`src/rtl/router_ingress_arb.sv`:
```
// Round-robin ingress arbiter feeding the router's single byte-wide input port.
// Grants one source for a whole packet and swallows packets addressed to dest 3.
module router_ingress_arb #(
    parameter int N_SRC      = 4,
    parameter int GAP_CYCLES = 2
) (
    input  logic               clock,
    input  logic               reset,
    input  logic [N_SRC-1:0]   src_valid,
    input  logic [8*N_SRC-1:0] src_din,
    output logic [N_SRC-1:0]   src_ready,
    output logic [N_SRC-1:0]   grant,
    input  logic               busy,
    output logic               pkt_valid,
    output logic [7:0]         din,
    output logic               drop
);

    localparam int IW = (N_SRC > 1) ? $clog2(N_SRC) : 1;

    typedef enum logic [2:0] {
        S_IDLE, S_HDR, S_PAY, S_PAR, S_DRAIN, S_GAP
    } state_t;

    state_t           r_state;
    state_t           w_next;
    logic [N_SRC-1:0] r_grant;
    logic [IW-1:0]    r_ptr;
    logic [IW-1:0]    w_pick;
    logic [5:0]       r_len;
    logic [3:0]       r_gap;
    logic             r_occ;
    logic             r_pv;
    logic [7:0]       r_din;
    logic             r_drop;
    logic             w_req_any;
    logic             w_sel_valid;
    logic [7:0]       w_sel_byte;
    logic             w_xfer_ok;
    logic             w_accept;
    logic             w_rdy;
    logic             w_hs;
    logic             w_load;
    logic             w_hdr_drop;

    // First requester strictly after ptr, wrapping; nearest candidate wins.
    function automatic logic [IW-1:0] rr_pick(input logic [N_SRC-1:0] req,
                                              input logic [IW-1:0]    ptr);
        logic [IW-1:0] pick;
        logic [IW-1:0] cand;
        pick = ptr;
        for (int k = N_SRC; k >= 1; k--) begin
            cand = IW'((int'(ptr) + k) % N_SRC);
            if (req[cand]) pick = cand;
        end
        return pick;
    endfunction

    assign w_req_any   = |src_valid;
    assign w_pick      = rr_pick(src_valid, r_ptr);
    assign w_sel_valid = src_valid[r_ptr];
    assign w_sel_byte  = src_din[{r_ptr, 3'b000} +: 8];
    assign w_hdr_drop  = (w_sel_byte[1:0] == 2'b11);
    assign w_accept    = r_occ & ~busy;
    assign w_xfer_ok   = ~r_occ | ~busy;
    assign w_hs        = w_rdy & w_sel_valid;
    assign w_load      = w_hs & (((r_state == S_HDR) & ~w_hdr_drop) |
                                 (r_state == S_PAY) | (r_state == S_PAR));

    always_ff @(posedge clock) begin
        if (reset) r_state <= S_IDLE;
        else       r_state <= w_next;
    end

    always_comb begin
        w_next = r_state;
        case (r_state)
            S_IDLE:  if ((r_gap == 4'd0) && w_req_any) w_next = S_HDR;
            S_HDR: begin
                if (w_hs) begin
                    if (w_hdr_drop)                 w_next = S_DRAIN;
                    else if (w_sel_byte[7:2] == '0) w_next = S_PAR;
                    else                            w_next = S_PAY;
                end
            end
            S_PAY:   if (w_hs && (r_len == 6'd1)) w_next = S_PAR;
            S_PAR:   if (w_hs) w_next = S_GAP;
            S_DRAIN: if (w_hs && (r_len == 6'd0)) w_next = S_GAP;
            S_GAP:   if (!r_occ && !busy) w_next = S_IDLE;
            default: w_next = S_IDLE;
        endcase
    end

    // Dropped packets are sunk at full rate; forwarded ones wait on the output stage.
    always_comb begin
        w_rdy = 1'b0;
        case (r_state)
            S_HDR, S_PAY, S_PAR: w_rdy = w_xfer_ok;
            S_DRAIN:             w_rdy = 1'b1;
            default:             w_rdy = 1'b0;
        endcase
        src_ready = w_rdy ? r_grant : '0;
    end

    always_ff @(posedge clock) begin
        if (reset) begin
            r_grant <= '0;
            r_ptr   <= IW'(N_SRC - 1);
            r_len   <= 6'd0;
            r_gap   <= 4'd0;
            r_drop  <= 1'b0;
        end else begin
            r_drop <= 1'b0;
            case (r_state)
                S_IDLE: begin
                    if (r_gap != 4'd0) begin
                        r_gap <= r_gap - 4'd1;
                    end else if (w_req_any) begin
                        r_grant <= {{(N_SRC-1){1'b0}}, 1'b1} << w_pick;
                        r_ptr   <= w_pick;
                    end
                end
                S_HDR:   if (w_hs) r_len <= w_sel_byte[7:2];
                S_PAY:   if (w_hs && (r_len != 6'd0)) r_len <= r_len - 6'd1;
                S_DRAIN: begin
                    if (w_hs) begin
                        if (r_len == 6'd0) r_drop <= 1'b1;
                        else               r_len  <= r_len - 6'd1;
                    end
                end
                S_GAP: begin
                    if (!r_occ && !busy) begin
                        r_grant <= '0;
                        r_gap   <= 4'(GAP_CYCLES);
                    end
                end
                default: ;
            endcase
        end
    end

    // Output stage: one byte toward the router, emptied when the router takes it.
    always_ff @(posedge clock) begin
        if (reset) begin
            r_occ <= 1'b0;
            r_din <= 8'h00;
            r_pv  <= 1'b0;
        end else if (w_load) begin
            r_occ <= 1'b1;
            r_din <= w_sel_byte;
            r_pv  <= (r_state != S_PAR);
        end else if (w_accept) begin
            r_occ <= 1'b0;
            r_din <= 8'h00;
            r_pv  <= 1'b0;
        end
    end

    assign grant     = r_grant;
    assign din       = r_din;
    assign pkt_valid = r_pv;
    assign drop      = r_drop;

endmodule

```
`config.mk`:
```
export PLATFORM = sky130hd
export DESIGN_NAME = router_ingress_arb
export DESIGN_NICKNAME = d
export VERILOG_FILES = /design/src/rtl/router_ingress_arb.sv
export SDC_FILE = /design/constraint.sdc
export NUM_CORES = 1
export LEC_CHECK = 0
export BUFFER_PORTS_ARGS = -buffer_cell sky130_fd_sc_hd__buf_4
export CORE_MARGIN = 1.5
export CORE_UTILIZATION = 43
export CTS_BUF_LIST = sky130_fd_sc_hd__clkbuf_8 sky130_fd_sc_hd__clkbuf_16
export DETAILED_ROUTE_END_ITERATION = 7
export GPL_ROUTABILITY_DRIVEN = 0
export PLACE_DENSITY = 0.66
export SYNTH_ARGS = -nofsm -noshare
export SYNTH_HDL_FRONTEND = slang
export SYNTH_SLANG_ARGS = --single-unit
```
`constraint.sdc`:
```
create_clock -name clock -period 2.2 [get_ports clock]
set_input_delay 0.66 -clock clock [delete_from_list [all_inputs] [get_ports clock]]
set_output_delay 0.66 -clock clock [all_outputs]
set_load 0.02 [all_outputs]
```
==> metrics <==
CP Launch Type input pin; Crit Path Category input pin to output pin; Warnings, synthesis 0; CP Capture Type output pin; clk slew on worst S/H paths 60 ps; multi-input gate area in the final layout 1350 um2; CTS sink cnt 30; nets 340; Hold WS 458 ps; GRT Total Usage 0.206; Synth Register Bits 30; final hold vios 0; Yosys cell types 54; CTS tree built; vias in the first global route 1841; placed inst area 2540 um2; FP Rows 24; Pins Over Slew Limit 0; FMAX 476 MHz; Reg power frac 0.248; ys flop type dfxtp_1; largest fanout on the critical path 5; Worst Max-Slew Pin Slew 681 ps; critical path's top delay family buffers and inverters; Clock Skew 6.35 ps; worst vdd ir 0.547 mV; Crit path required time 1540 ps; fin area 2700 um2; placed wire-length estimate 3570 um; power consumption 3810 uW; synthesized area 2010 um2; core area 4410 um2; Worst slew margin 0.542; Final setup viols 0; Slowest Stage Delay on Critical Path 240 ps; Sw Share 0.427; Root Driver clkbuf_8; critical path data arrival time 1440 ps; commonest non-fill, non-tap cell in the layout buf_4; Die Height 71.3 um; EDFF count, synth 0; Mapped Cells 229; Bufs and invs on worst path 2; Sequential Area 602 um2; Clock Power Share 0.120; Remaining DRCs 0; initial core utilization 0.455; crit share post-route 0.955; antenna fix cells 0; synthesized area per cell 8.77 um2; most used cell along the critical path buf_4; H-Tree Depth 2; cts bufs inserted 5; Die ar. 5090 um2; initial antenna violation count 0; via count 1957; power share of the combinational group 0.633; sequential fraction of the synthesis area 0.299; synthesis-to-layout area growth 34.5%; layout cells sized above 1 0.346; status finished, final reports clean; LEAKAGE 0.00119 uW; Skew-Pair Late Insertion Delay 280 ps; Tmin final 2100 ps; Detailed Route Iter0 Violations 114; crit-path cells buf_4 > a21oi_2 > mux2i_4 > nor2b_1 > buf_4; largest net degree at the start of global routing 36; MaxCap Viol Count 0; Internal Pwr Total 2190 uW; pwr/cell area 1410 nW/um2; Final ANT Viol Nets 0; vias per inst 5.59; first-pass GRT wire length 8400 um; sw power 1630 uW; commonest non-fill, non-tap cells in the layout buf_4 (74), dfxtp_1 (29), a21oi_1 (24), nand2_1 (20); critical path's slowest cell a21oi_2; Routed WL per cell 13.8 um; worst hold path class register to register; Clock Path Buffers 2; remaining global-route overflow 0; # fillers 421; # IOs 57; Initial DRT Pass Iterations 4; Post-Syn Nets 272; async set-reset flop share out of synthesis 0; # port buffers 56; WL final 4830 um; Die X 71.3 um
-- logic make-up (layout without fill, tap and decap cells) --
kind of cell	Yosys count	after routing	share of synthesized area
and+or+nand+nor	94	94	0.264
AOI/OAI and AO/OA	56	56	0.179
DFF	30	30	0.299
buffers and inverters	23	92	0.0555
muxes	21	21	0.173
adders and majority gates	4	4	0.0249
xor gates and xnor gates	1	1	0.00436
-- per-layer routing --
metal | GRT usage | wire length (um) | vias up
met5 | 0 | 0 | -
met4 | 0.0692 | 68 | 0
met3 | 0.0394 | 277 | 6
met2 | 0.322 | 2170 | 65
met1 | 0.288 | 2310 | 901
li1 | - | - | 985
-- metrics by stage --
step | cells | setup TNS, ps | utilization | setup WS (ps)
after global placement | 340 | 0 | 0.575 | 8.63
after CTS | 348 | 0 | 0.597 | 20.1
after floorplan | 229 | 0 | - | 116
after detailed placement | 340 | -131 | 0.575 | -21.6
after global routing | 350 | -5.53 | 0.612 | -3.85
final | 350 | 0 | 0.612 | 100
-- worst min-delay path, cell delays in order, from the launching register on --
cell,delay (ps)
dfxtp_1,310
nand2_1,50
mux2i_1,50
-- final timing paths --
kind	start	to	slack, ps	cells past startpoint
hold / removal	din[1]	din[1]	460	2
hold reg to reg	din[1]	din[1]	460	2
setup / recovery	busy	src_ready[3]	100	5
setup reg to reg	r_gap[0]	grant[1]	110	7
-- power by group through the flow --
stage          logic (uW)  clock network [uW]  registers (uW)
3_5_place_dp         2230                   0             941
6_report             2410                 456             944
3_3_place_gp         2220                   0             939
5_1_grt              2650                 495             981
2_1_floorplan        1540                   0             960
4_1_cts              2250                 470             930
-- final cells by class --
class | count | area share
Clock inverter | 2 | 0.00324
Tap cell | 52 | 0.0241
Sequential cell | 30 | 0.223
Clock buffer | 6 | 0.0306
Timing Repair Buffer | 74 | 0.206
Multi-Input combinational cell | 176 | 0.500
Inverter | 10 | 0.0139
-- synth_stat cells (2+ instances only) --
| cell | number | share of area |
|---|---|---|
| and2b_1 | 2 | 0.0075 |
| nor3_1 | 9 | 0.022 |
| nor2b_1 | 5 | 0.016 |
| nor2_1 | 15 | 0.028 |
| or2_2 | 3 | 0.0093 |
| ha_1 | 4 | 0.025 |
| nor3b_1 | 2 | 0.0075 |
| a311oi_1 | 2 | 0.0087 |
| inv_1 | 10 | 0.019 |
| a21oi_1 | 26 | 0.065 |
| nand2b_1 | 14 | 0.044 |
| o22ai_1 | 2 | 0.0062 |
| a211o_1 | 2 | 0.0087 |
| nand2_1 | 20 | 0.037 |
| mux4_2 | 3 | 0.034 |
| mux2i_1 | 11 | 0.055 |
| nor4_1 | 4 | 0.012 |
| a31oi_1 | 2 | 0.0062 |
| o32ai_1 | 3 | 0.013 |
| clkbuf_1 | 7 | 0.013 |
| mux4_1 | 6 | 0.079 |
| nand3_1 | 4 | 0.010 |
| o21ai_0 | 5 | 0.012 |
| a21o_1 | 2 | 0.0075 |
| dfxtp_1 | 30 | 0.30 |
| a221oi_1 | 2 | 0.0087 |
| a211oi_1 | 2 | 0.0075 |
| nand4b_1 | 3 | 0.013 |
| buf_2 | 3 | 0.0075 |
| or4b_1 | 2 | 0.010 |
-- flip-flops by register name, summed over array words and instances (netlist names) --
| register | flops |
|---|---|
| r_occ | 1 |
| r_ptr | 2 |
| grant | 4 |
| r_len | 6 |
| pkt_valid | 1 |
| drop | 1 |
| r_state | 3 |
| r_gap | 4 |
| din | 8 |
-- repair_timing --
action,4_1_cts,5_1_grt
endpoints found under the setup margin,4,8
pin swaps,0,3
gates resized for setup,1,11
buffers inserted,0,2
hold buffers,0,0
No activity file was read; power rests on OpenSTA's default activity.
